## src/rtl/llc_mem_req_queue_pkg.sv

```systemverilog
// Shared constants and the request-entry layout for the LLC memory request queue.
package llc_mem_req_queue_pkg;

  localparam int LLC_MEMQ_DEPTH  = 4;
  localparam int LLC_MAX_RD      = 2;
  localparam int LLC_ADDR_BITS   = 26;
  localparam int LLC_LINE_BITS   = 128;
  localparam int LLC_HPROT_BITS  = 1;
  localparam int LLC_HSIZE_BITS  = 3;

  typedef struct packed {
    logic                      hwrite;
    logic [LLC_HSIZE_BITS-1:0] hsize;
    logic [LLC_HPROT_BITS-1:0] hprot;
    logic [LLC_ADDR_BITS-1:0]  addr;
    logic [LLC_LINE_BITS-1:0]  line;
  } mem_req_entry_t;

endpackage

```

## src/rtl/llc_mem_rsp_reg.sv

```systemverilog
// One-entry valid/ready register carrying memory read data back to the core.
module llc_mem_rsp_reg #(
  parameter int W = 128
) (
  input  logic         clk,
  input  logic         rst,
  input  logic         in_valid,
  output logic         in_ready,
  input  logic [W-1:0] in_data,
  output logic         out_valid,
  input  logic         out_ready,
  output logic [W-1:0] out_data
);

  logic         valid_q, valid_d;
  logic [W-1:0] data_q, data_d;

  // Accept whenever the slot is empty or drains this cycle, giving full throughput.
  assign in_ready  = !valid_q || out_ready;
  assign out_valid = valid_q;
  assign out_data  = data_q;

  // Next-state: capture on input handshake, clear on output handshake alone.
  always_comb begin
    valid_d = valid_q;
    data_d  = data_q;
    if (in_valid && in_ready) begin
      valid_d = 1'b1;
      data_d  = in_data;
    end else if (valid_q && out_ready) begin
      valid_d = 1'b0;
    end
  end

  // State register.
  always_ff @(posedge clk or negedge rst) begin
    if (!rst) begin
      valid_q <= 1'b0;
      data_q  <= '0;
    end else begin
      valid_q <= valid_d;
      data_q  <= data_d;
    end
  end

endmodule

```

## src/rtl/llc_mem_req_queue.sv

```systemverilog
// In-order memory request queue with an outstanding-read cap and a registered
// response return path.
module llc_mem_req_queue
  import llc_mem_req_queue_pkg::*;
#(
  parameter int DEPTH      = LLC_MEMQ_DEPTH,
  parameter int MAX_RD     = LLC_MAX_RD,
  parameter int ADDR_BITS  = LLC_ADDR_BITS,
  parameter int LINE_BITS  = LLC_LINE_BITS,
  parameter int HPROT_BITS = LLC_HPROT_BITS,
  parameter int HSIZE_BITS = LLC_HSIZE_BITS,
  localparam int RD_W      = $clog2(MAX_RD + 1)
) (
  input  logic                  clk,
  input  logic                  rst,
  input  logic                  req_in_valid,
  output logic                  req_in_ready,
  input  logic                  req_in_hwrite,
  input  logic [HSIZE_BITS-1:0] req_in_hsize,
  input  logic [HPROT_BITS-1:0] req_in_hprot,
  input  logic [ADDR_BITS-1:0]  req_in_addr,
  input  logic [LINE_BITS-1:0]  req_in_line,
  output logic                  mem_req_valid,
  input  logic                  mem_req_ready,
  output logic                  mem_req_hwrite,
  output logic [HSIZE_BITS-1:0] mem_req_hsize,
  output logic [HPROT_BITS-1:0] mem_req_hprot,
  output logic [ADDR_BITS-1:0]  mem_req_addr,
  output logic [LINE_BITS-1:0]  mem_req_line,
  input  logic                  mem_rsp_in_valid,
  output logic                  mem_rsp_in_ready,
  input  logic [LINE_BITS-1:0]  mem_rsp_in_line,
  output logic                  mem_rsp_out_valid,
  input  logic                  mem_rsp_out_ready,
  output logic [LINE_BITS-1:0]  mem_rsp_out_line,
  output logic [RD_W-1:0]       rd_outstanding,
  output logic                  rsp_err
);

  localparam int PTR_W = $clog2(DEPTH);
  localparam int CNT_W = $clog2(DEPTH + 1);

  mem_req_entry_t       mem_q [DEPTH];
  mem_req_entry_t       in_entry;
  mem_req_entry_t       head;

  logic [PTR_W-1:0]     wr_ptr_q, wr_ptr_d;
  logic [PTR_W-1:0]     rd_ptr_q, rd_ptr_d;
  logic [CNT_W-1:0]     count_q, count_d;
  logic [RD_W-1:0]      rd_out_q, rd_out_d;
  logic                 rsp_err_q, rsp_err_d;

  logic                 not_empty;
  logic                 push;
  logic                 pop;
  logic                 rd_pop;
  logic                 rsp_hs;

  assign in_entry = '{hwrite: req_in_hwrite, hsize: req_in_hsize, hprot: req_in_hprot,
                      addr: req_in_addr, line: req_in_line};

  // Fields read as zero while empty so nothing stale leaks onto the memory bus.
  assign not_empty = (count_q != '0);
  assign head      = not_empty ? mem_q[rd_ptr_q] : '0;

  // Ready depends on registered occupancy only: a pop never frees a slot in the same cycle.
  assign req_in_ready  = (count_q != CNT_W'(DEPTH));
  // Writes bypass the read cap, but a gated read still blocks everything behind it.
  assign mem_req_valid = not_empty && (head.hwrite || (rd_out_q < RD_W'(MAX_RD)));

  assign mem_req_hwrite = head.hwrite;
  assign mem_req_hsize  = head.hsize;
  assign mem_req_hprot  = head.hprot;
  assign mem_req_addr   = head.addr;
  assign mem_req_line   = head.line;

  assign push   = req_in_valid && req_in_ready;
  assign pop    = mem_req_valid && mem_req_ready;
  assign rd_pop = pop && !head.hwrite;
  assign rsp_hs = mem_rsp_in_valid && mem_rsp_in_ready;

  assign rd_outstanding = rd_out_q;
  assign rsp_err        = rsp_err_q;

  // Next-state for pointers, occupancy, read tracking and the sticky error.
  always_comb begin
    wr_ptr_d  = wr_ptr_q;
    rd_ptr_d  = rd_ptr_q;
    count_d   = count_q;
    rd_out_d  = rd_out_q;
    rsp_err_d = rsp_err_q;

    if (push) wr_ptr_d = wr_ptr_q + PTR_W'(1);
    if (pop)  rd_ptr_d = rd_ptr_q + PTR_W'(1);

    if (push && !pop)      count_d = count_q + CNT_W'(1);
    else if (!push && pop) count_d = count_q - CNT_W'(1);

    if (rd_pop && !rsp_hs) begin
      rd_out_d = rd_out_q + RD_W'(1);
    end else if (!rd_pop && rsp_hs && (rd_out_q != '0)) begin
      rd_out_d = rd_out_q - RD_W'(1);
    end

    // A response with nothing in flight is flagged; its data is still forwarded.
    if (rsp_hs && (rd_out_q == '0)) rsp_err_d = 1'b1;
  end

  // Control state register.
  always_ff @(posedge clk or negedge rst) begin
    if (!rst) begin
      wr_ptr_q  <= '0;
      rd_ptr_q  <= '0;
      count_q   <= '0;
      rd_out_q  <= '0;
      rsp_err_q <= 1'b0;
    end else begin
      wr_ptr_q  <= wr_ptr_d;
      rd_ptr_q  <= rd_ptr_d;
      count_q   <= count_d;
      rd_out_q  <= rd_out_d;
      rsp_err_q <= rsp_err_d;
    end
  end

  // Entry storage; contents are qualified by count, so no reset is needed.
  always_ff @(posedge clk) begin
    if (push) mem_q[wr_ptr_q] <= in_entry;
  end

  llc_mem_rsp_reg #(
    .W (LINE_BITS)
  ) u_rsp_reg (
    .clk       (clk),
    .rst       (rst),
    .in_valid  (mem_rsp_in_valid),
    .in_ready  (mem_rsp_in_ready),
    .in_data   (mem_rsp_in_line),
    .out_valid (mem_rsp_out_valid),
    .out_ready (mem_rsp_out_ready),
    .out_data  (mem_rsp_out_line)
  );

endmodule

```

## config.mk

```make
export PLATFORM = sky130hd
export DESIGN_NAME = llc_mem_req_queue
export DESIGN_NICKNAME = d
export VERILOG_FILES = /design/src/rtl/llc_mem_req_queue_pkg.sv /design/src/rtl/llc_mem_rsp_reg.sv /design/src/rtl/llc_mem_req_queue.sv
export SDC_FILE = /design/constraint.sdc
export NUM_CORES = 1
export LEC_CHECK = 0
export CELL_PAD_IN_SITES_DETAIL_PLACEMENT = 1
export CELL_PAD_IN_SITES_GLOBAL_PLACEMENT = 2
export CORE_UTILIZATION = 35
export DETAILED_ROUTE_END_ITERATION = 10
export PLACE_DENSITY_LB_ADDON = 0.1
export SYNTH_ARGS = -nofsm -noshare
export SYNTH_HDL_FRONTEND = slang
export SYNTH_SLANG_ARGS = --single-unit
export TNS_END_PERCENT = 10
```

## constraint.sdc

```tcl
create_clock -name clk -period 6.3 [get_ports clk]
set_input_delay 1.26 -clock clk [delete_from_list [all_inputs] [get_ports clk]]
set_output_delay 1.26 -clock clk [all_outputs]
set_load 0.02 [all_outputs]
```

After elaboration in Yosys (flattened, before gate mapping)
Memories as Yosys holds them, arrays and structs flattened.
Cells that the tools add are included.
W data, S select, Z words.
{"block": "totals", "mem_bits_rw": 636, "output_inout_bits": 294, "input_bits": 293, "regBits": 139, "word_cells": 51, "mem_count": 1}
{"block": "op_classes", "reduce_logical": 26, "n_addsub": 6, "eq_ne": 1, "muxes": 9, "magnitude_cmp": 1}
{"memory": "mem_q", "depth": 4, "word_bits": 159, "read_ports": 1, "rd_clocked_by_memory_dff": 0, "write_ports": 1, "line_no": "llc_mem_req_queue.sv:43", "rtl": "mem_req_entry_t mem_q [DEPTH];"}
{"operator": "$mux W159", "count": 1}
{"operator": "$logic_and A1 B1 Y1", "count": 12}
{"operator": "$reduce_bool A2 Y1", "count": 4}
{"operator": "$add A2 B1 Y2 const B", "count": 3}
{"operator": "$logic_not A1 Y1", "count": 6}
{"operator": "$mux W3", "count": 2}
{"operator": "$mux W1", "count": 4}
{"operator": "$mux W2", "count": 2}
{"operator": "$add A3 B1 Y3 const B", "count": 1}
{"operator": "$ne A3 B3 Y1 const B", "count": 1}
{"operator": "$reduce_bool A3 Y1", "count": 1}
{"operator": "$sub A3 B1 Y3 const B", "count": 1}
{"operator": "$logic_not A2 Y1", "count": 1}
{"operator": "$logic_or A1 B1 Y1", "count": 2}
{"operator": "$lt A2 B2 Y1 const B", "count": 1}
{"operator": "$sub A2 B1 Y2 const B", "count": 1}

Depth between registers and ports, before layout
Gate-level depths: netlist (run 1).
{"block": "depth", "ltp_word": 11, "mapped_depth": 10, "depth_no_buf": 9}

Cells and area by module
Synthesis (run 1) repeated with hierarchy kept, for this count alone.
{"block": "unflattened", "cells_unflattened": 1336, "hier_area_um2": 29828.6}
{"mod": "llc_mem_req_queue", "area_each_um2": 24487.2, "n_inst": 1, "cells_each": 1062}
{"mod": "llc_mem_rsp_reg", "area_each_um2": 5341.4, "n_inst": 1, "cells_each": 274}

Worst setup path before layout (run 1)
Ideal clock, no wire load.
{"block": "synth_path", "path_kind": "input to register", "from": "input req_in_valid", "to": "memory mem_q[3][0] in the netlist's numbering, enable pin", "t_required_ns": 5.761, "arrival_ns": 4.955, "path_stages": 1, "n_path_buf": 0, "setup_slack_ns": 0.806, "cell_sequence": "and3_1"}
{"block": "synth_between", "elab_chain_len": 3}
{"element": "from (decl)", "line_no": "llc_mem_req_queue.sv:16", "rtl": "input logic req_in_valid,"}
{"element": "$logic_and A1 B1 Y1", "line_no": "llc_mem_req_queue.sv:77", "rtl": "assign push = req_in_valid && req_in_ready;"}
{"element": "$mux W1", "line_no": "llc_mem_req_queue.sv:128", "rtl": "if (push) mem_q[wr_ptr_q] <= in_entry;"}
{"element": "$mux W1 (implied by the code)", "line_no": "llc_mem_req_queue.sv:128"}
{"element": "to (decl)", "line_no": "llc_mem_req_queue.sv:43"}
Every way passes these cells.

Worst setup path after layout (run 1)
{"block": "layout_path", "from": "register rd_ptr_q[1]", "to": "output mem_req_line[93]"}
{"block": "layout_between", "elab_chain_len": 2}
{"element": "from (decl)", "line_no": "llc_mem_req_queue.sv:48", "rtl": "logic [PTR_W-1:0] rd_ptr_q, rd_ptr_d;"}
{"element": "from (signal assigned)", "line_no": "llc_mem_req_queue.sv:119", "rtl": "rd_ptr_q <= rd_ptr_d;"}
{"element": "$mem_v2 Z4 W159"}
{"element": "$mux W159", "line_no": "llc_mem_req_queue.sv:64", "rtl": "assign head = not_empty ? mem_q[rd_ptr_q] : '0;"}
{"element": "to (decl)", "line_no": "llc_mem_req_queue.sv:29", "rtl": "output logic [LINE_BITS-1:0] mem_req_line,"}
Every way passes these cells.

==> results of run 1 <==
## power by group through the flow
stage          logic, mW  registers [mW]  clock network (mW)
3_5_place_dp        7.29            7.13                   0
5_1_grt             7.55            7.10                5.23
2_1_floorplan       3.83            7.21                   0
4_1_cts             7.33            7.02                5.06
6_report            7.08            7.00                4.90
3_3_place_gp        7.30            7.06                   0
## cell type report
cell class | instances | area [um2]
clock inverters | 39 | 411.6
flip-flops and latches | 775 | 22580
inverters | 5 | 18.77
diodes | 4 | 10.01
clock buffers | 114 | 2359
fillers | 7600 | 43150
repair buffers | 606 | 6130
well taps | 1070 | 1339
multi-input cells | 488 | 6372
## layer usage
| metal | wire length, um | share of wire [%] | vias to the layer above |
|---|---|---|---|
| met1 | 29130 | 38 | 7763 |
| met3 | 6752 | 8.7 | 139 |
| met4 | 1898 | 2.5 | 28 |
| met2 | 39200 | 51 | 443 |
| li1 | - | - | 6587 |
| met5 | 184 | 0.24 | - |
## sequential cells by signal, indices dropped and copies added (netlist names)
register	flops
mem_q	636
u_rsp_reg.out_data	128
count_q	3
rd_outstanding	2
rd_ptr_q	2
wr_ptr_q	2
rsp_err	1
u_rsp_reg.out_valid	1
## worst min-delay path by stage
stage	slack (ns)	end	start
2_1_floorplan	0.49	count_q[2]	count_q[2]
3_3_place_gp	0.46	rsp_err	rsp_err
3_5_place_dp	0.48	rsp_err	rsp_err
4_1_cts	0.49	rsp_err	rsp_err
5_1_grt	0.51	u_rsp_reg.out_data[72]	u_rsp_reg.out_data[72]
6_report	0.48	rsp_err	rsp_err
## synth_stat cells
cell	number	area share, %
edfxtp_1	636	65
mux4_2	159	12
nor2b_1	159	3.4
dfrtp_1	139	12
mux2_2	130	5.0
buf_2	28	0.48
clkbuf_1	23	0.30
buf_1	13	0.17
ha_1	5	0.21
inv_1	5	0.064
nand2_1	5	0.064
and3_1	4	0.086
nor2_1	4	0.051
xnor2_1	4	0.12
o31ai_1	3	0.077
buf_4	2	0.051
mux2i_1	2	0.068
nand2b_1	2	0.043
xor2_1	2	0.060
a21oi_1	1	0.017
a22oi_1	1	0.026
a31oi_1	1	0.021
and2_0	1	0.021
buf_6	1	0.039
fa_1	1	0.068
nor3_1	1	0.017
nor3_2	1	0.034
o21ai_0	1	0.017
or2_2	1	0.021
## worst register-to-register path, delay by kind of cell (launching register included)
kind | cells | cell delay (ns)
fa+ha+maj | 2 | 0.62
buf+inv | 1 | 0.07
simple gates | 2 | 0.40
mux | 2 | 0.70
flops | 1 | 1.06
## cell families (layout without fill, tap and decap cells)
family / after synthesis / in the layout / share of synthesized area, %
simple gates: 178 / 178 / 3.740
flops: 775 / 775 / 77.22
other cells: 0 / 4 / 0
mux: 291 / 291 / 17.32
fa+ha+maj: 6 / 6 / 0.2825
buf+inv: 72 / 764 / 1.096
xor+xnor: 6 / 6 / 0.1797
compound gates: 7 / 7 / 0.1583
==> key figures, run 1 <==
Run status
  – Outcome: finished, final reports clean

Place
  – GP Congestion: around 0.77
  – Pre-CTS setup slack: 2.132 ns
  – DP HPWL: roughly 50 mm
  – Post-place instance area: ~36000 um2
  – Port buffer count: just under 600
  – Placed insts: 2944

Floorplanning
  – Die width: approximately 290 um
  – DIE HEIGHT: roughly 290 um
  – # rows: about 110
  – Initial Util: approximately 35%
  – # IOs: just under 600
  – Core area: 82370 um2
  – Die area: ~85000 um2

Setup path
  – Crit. End Element: output port
  – R2R cell count: 7
  – Startpoint types: flip-flop
  – R2r setup slk: between 3 and 4 ns
  – CP max stage cell: dfrtp_4
  – Critical Path End: mem_req_line[93]
  – Crit Path Category: reg -> out
  – Crit path max-delay family: flip-flops
  – Crit path arrival time: 3.41 ns
  – Critical R2R Capture: count_q[1]
  – Buf/Inv on CP: 2
  – Critical path cell sequence: buf_12 > mux4_2 > nor2b_1 > clkdlybuf4s50_1
  – Worst Setup SP: rd_ptr_q[1]
  – CP required: 5.04 ns
  – Reg2reg start: rd_ptr_q[1]
  – CP max stage delay: between 1 and 1.5 ns
  – Crit Path Max Fanout: 55
  – Critical path depth in cells: 4

GRT
  – GRT met3 Usage: under 10%
  – Met2 usage: ~31%
  – Met1 Use GR: between 20% and 30%
  – Global-route wire length before repair: 113.9 mm
  – GRT Max-Usage Layer: met2
  – Number of global-route vias before repair: 16331
  – Largest net degree at the start of global routing: between 90 and 100
  – Total GRT Usage: between 15 and 20%
  – Initial antenna violation count: 19
  – Grt ovf: 0

Finish
  – Most frequent cells in the layout: 636 x edfxtp_1, 585 x clkdlybuf4s50_1, 159 x mux4_2, 159 x nor2b_1, 137 x dfrtp_1
  – Nets: roughly 2300
  – Post-layout util: 47.62%
  – Final instance area: just under 40000 um2
  – Fin cells: about 3100
  – Most common cell after layout, fill and taps aside: edfxtp_1
  – Area growth syn-to-layout: 34.16%
  – Share of cells above drive strength 1: a little over a fifth

Logic synthesis
  – Syn Area/Cell: around 22 um2
  – Netlist cell types: 29
  – Post-synthesis cell area: approximately 30000 um2
  – Syn Nets: 1634
  – Synthesized instance count: between 1000 and 1500
  – Post-synthesis sequential area ratio: between 70% and 80%
  – Warnings, synthesis: 0
  – FF+latch count, synth: ~780

Hold path
  – Hold Path Class: reg -> reg
  – WHS Path Cells: 2

Power and ir drop
  – Static Leakage: between 10 and 15 nW
  – Sequential fraction of design power: between 30% and 40%
  – P per Cell Area: ~480 nW/um2
  – Clock Power Share: between 20% and 30%
  – Tot Pwr: 18.98 mW
  – Internal: roughly 13 mW
  – Switching share of power: about a third
  – VDD IR max: 296.4 uV
  – P_sw: roughly 6.2 mW
  – Combinational Power Share: a little under two fifths

Clocking
  – CTS Sinks: about 780
  – CTS root buffer: clkbuf_16
  – CTS resizes: 0
  – Worst skew pair latency: between 0.6 and 0.7 ns
  – CTS H-tree depth: 3
  – CTS max path bufs: 3
  – CTS tree: built
  – Total CTS buffers: 86
  – Post-CTS setup buffers: 0
  – Clock slew at reported path FFs: approximately 0.060 ns
  – Hold buffer count at CTS: 0

Timing
  – RSZ-0062 raised after global routing: no
  – Tcrit/Tclk final: ~74%
  – Setup_tns: 0 ns
  – FMAX: around 210 MHz
  – Relative slew slack: 33.39%
  – Min Hold Slack: approximately 0.48 ns
  – Worst setup margin: ~1.6 ns
  – Fin. max-slew vios: 0
  – Period minus WS final: ~4.7 ns
  – Hold Vio Cnt, Final: 0
  – Worst Skew: approximately 0.020 ns
  – Setup Viol. Count Final: 0
  – Worst slew pin tran: around 1 ns

Drt
  – # DRC: 0
  – Wirelength per Cell: about 25 um
  – Detailed Route Iter0 Violations: approximately 660
  – Antenna viol nets, final: 0
  – Vias per inst: 4.824
  – DRT Pass-1 Iters: 4
  – Total number of vias: 14960
  – Final WL: roughly 77 mm

Flow run
  – Max-Cap Viols: 0
Power figures use the tool's default switching activity.
==> run 2, diff against run 1 <==
- clock period: 6.3 -> 4.48 ns (I/O delays scaled with it)
==> run 2 against run 1 <==
Final cell count up 0.94%. Count of clock-buffer cells in the layout fell by 11. Wire length grew 1.2%. Sequential cell count did not move. Clock skew down 0.0028 ns. Setup slack got worse by 1.1 ns. Critical path type unchanged. Clock power increased by 41%. Die area is the same. Total power up 42%. Largest power group unchanged.
==> key figures, run 2 (synthesis results as in run 1) <==
Run status
  – Outcome: finished, final reports clean

Clocking
  – Post-CTS setup buffers: 0
  – Worst skew pair latency: 0.62 ns
  – CTS Sinks: 775
  – Hold buffer count at CTS: 0
  – CTS resizes: 0
  – CTS tree: built
  – CTS H-tree depth: 3
  – CTS root buffer: clkbuf_16
  – Clock slew at reported path FFs: around 0.060 ns
  – CTS max path bufs: 3
  – Total CTS buffers: between 80 and 90

Place
  – Port buffer count: between 500 and 600
  – GP Congestion: between 0.7 and 0.8
  – Pre-CTS setup slack: roughly 1.1 ns
  – DP HPWL: around 51 mm
  – Placed insts: 2963
  – Post-place instance area: ~37000 um2

Timing
  – Tcrit/Tclk final: slightly below 90%
  – Setup Viol. Count Final: 0
  – Relative slew slack: about 47%
  – Min Hold Slack: 0.2821 ns
  – Worst Skew: about 0.017 ns
  – RSZ-0062 raised after global routing: no
  – Worst setup margin: between 0.4 and 0.5 ns
  – Hold Vio Cnt, Final: 0
  – Worst slew pin tran: about 0.8 ns
  – FMAX: 251.0 MHz
  – Fin. max-slew vios: 0
  – Period minus WS final: 3.984 ns

Setup path
  – R2R cell count: 10
  – Crit. End Element: output port
  – Critical R2R Capture: count_q[2]
  – CP max stage delay: 0.64 ns
  – Crit Path Max Fanout: a little under 80
  – Startpoint types: flip-flop
  – Critical path depth in cells: 4
  – Buf/Inv on CP: 2
  – CP required: approximately 3.6 ns
  – Reg2reg start: rd_ptr_q[0]
  – Worst Setup SP: rd_ptr_q[0]
  – Critical Path End: mem_req_line[102]
  – R2r setup slk: ~1.7 ns
  – CP max stage cell: clkdlybuf4s50_1
  – Crit path max-delay family: buffers and inverters
  – Crit Path Category: reg -> out
  – Crit path arrival time: a little over 3 ns
  – Critical path cell sequence: buf_12 > mux4_2 > nor2b_1 > clkdlybuf4s50_1

Hold path
  – Hold Path Class: in -> async

Floorplanning
  – Die width: 291.0 um
  – Initial Util: 35.49%
  – # rows: roughly 110
  – Die area: approximately 85000 um2
  – Core area: 82370 um2
  – DIE HEIGHT: just under 300 um
  – # IOs: between 500 and 600

Finish
  – Fin cells: 3130
  – Nets: roughly 2300
  – Share of cells above drive strength 1: around 23%
  – Reg with most FFs: mem_q
  – Final instance area: 39540 um2
  – Most frequent cells in the layout: 636 x edfxtp_1, 585 x clkdlybuf4s50_1, 159 x mux4_2, 159 x nor2b_1, 137 x dfrtp_1
  – Most common cell after layout, fill and taps aside: edfxtp_1
  – Max reg flops: around 640
  – Post-layout util: slightly below 50%
  – Area growth syn-to-layout: 35.25%

Drt
  – # DRC: 0
  – Final WL: 78.06 mm
  – Vias per inst: slightly below 5
  – Detailed Route Iter0 Violations: roughly 580
  – Total number of vias: around 15000
  – DRT Pass-1 Iters: 4
  – Antenna viol nets, final: 0
  – Wirelength per Cell: 24.94 um

Power and ir drop
  – VDD IR max: approximately 370 uV
  – Static Leakage: about 13 nW
  – P per Cell Area: 680.2 nW/um2

GRT
  – Global-route wire length before repair: between 100 and 150 mm
  – Initial antenna violation count: 22
  – Number of global-route vias before repair: around 17000
  – Total GRT Usage: between 15 and 20%
  – Grt ovf: 0
  – Largest net degree at the start of global routing: 89

Flow run
  – Max-Cap Viols: 0
-- run 2: cell types whose count changed in the layout (fill, tap and decap cells not counted), moves of 6 or more --
cell,delta
buf_12,+12
clkinv_1,+12
buf_4,+7
clkbuf_1,-6
-- run 2: area by class of cell --
type	instances	area, um2
diodes	8	20.02
flip-flops and latches	775	22580
multi-input cells	488	6372
clock inverters	56	531.8
well taps	1070	1339
clock buffers	103	2256
inverters	5	18.77
fillers	7572	42830
repair buffers	625	6422
-- run 2: how the worst min path moves through the flow --
stage / endpoint / slack [ns] / cells after the start
6_report: u_rsp_reg.out_data[86] / 0.28 / 1
2_1_floorplan: count_q[2] / 0.49 / 1
3_3_place_gp: rsp_err / 0.46 / 2
3_5_place_dp: rsp_err / 0.47 / 2
5_1_grt: u_rsp_reg.out_data[86] / 0.32 / 1
4_1_cts: u_rsp_reg.out_data[55] / 0.28 / 1
-- run 2: report_power, final --
part / switching [mW] / internal [mW] / total, mW
Combinational: 5.38 / 4.85 / 10.2
Clock: 2.86 / 4.07 / 6.93
Sequential: 0.429 / 9.31 / 9.74
-- run 2: through the flow --
| stage | TNS [ns] | power (mW) |
|---|---|---|
| 3_3_place_gp | 0 | 20.36 |
| 4_1_cts | 0 | 27.48 |
| 5_1_grt | 0 | 28.17 |
| 2_1_floorplan | -301.78 | 15.49 |
| 6_report | 0 | 26.90 |
| 3_5_place_dp | 0 | 20.41 |
-- run 2: routing by layer --
| layer | share of wire (%) | global-route usage [%] |
|---|---|---|
| met5 | 0.24 | 0 |
| met4 | 1.7 | 5.278 |
| met2 | 51 | 31.88 |
| met3 | 8.6 | 7.719 |
| met1 | 38 | 20.84 |
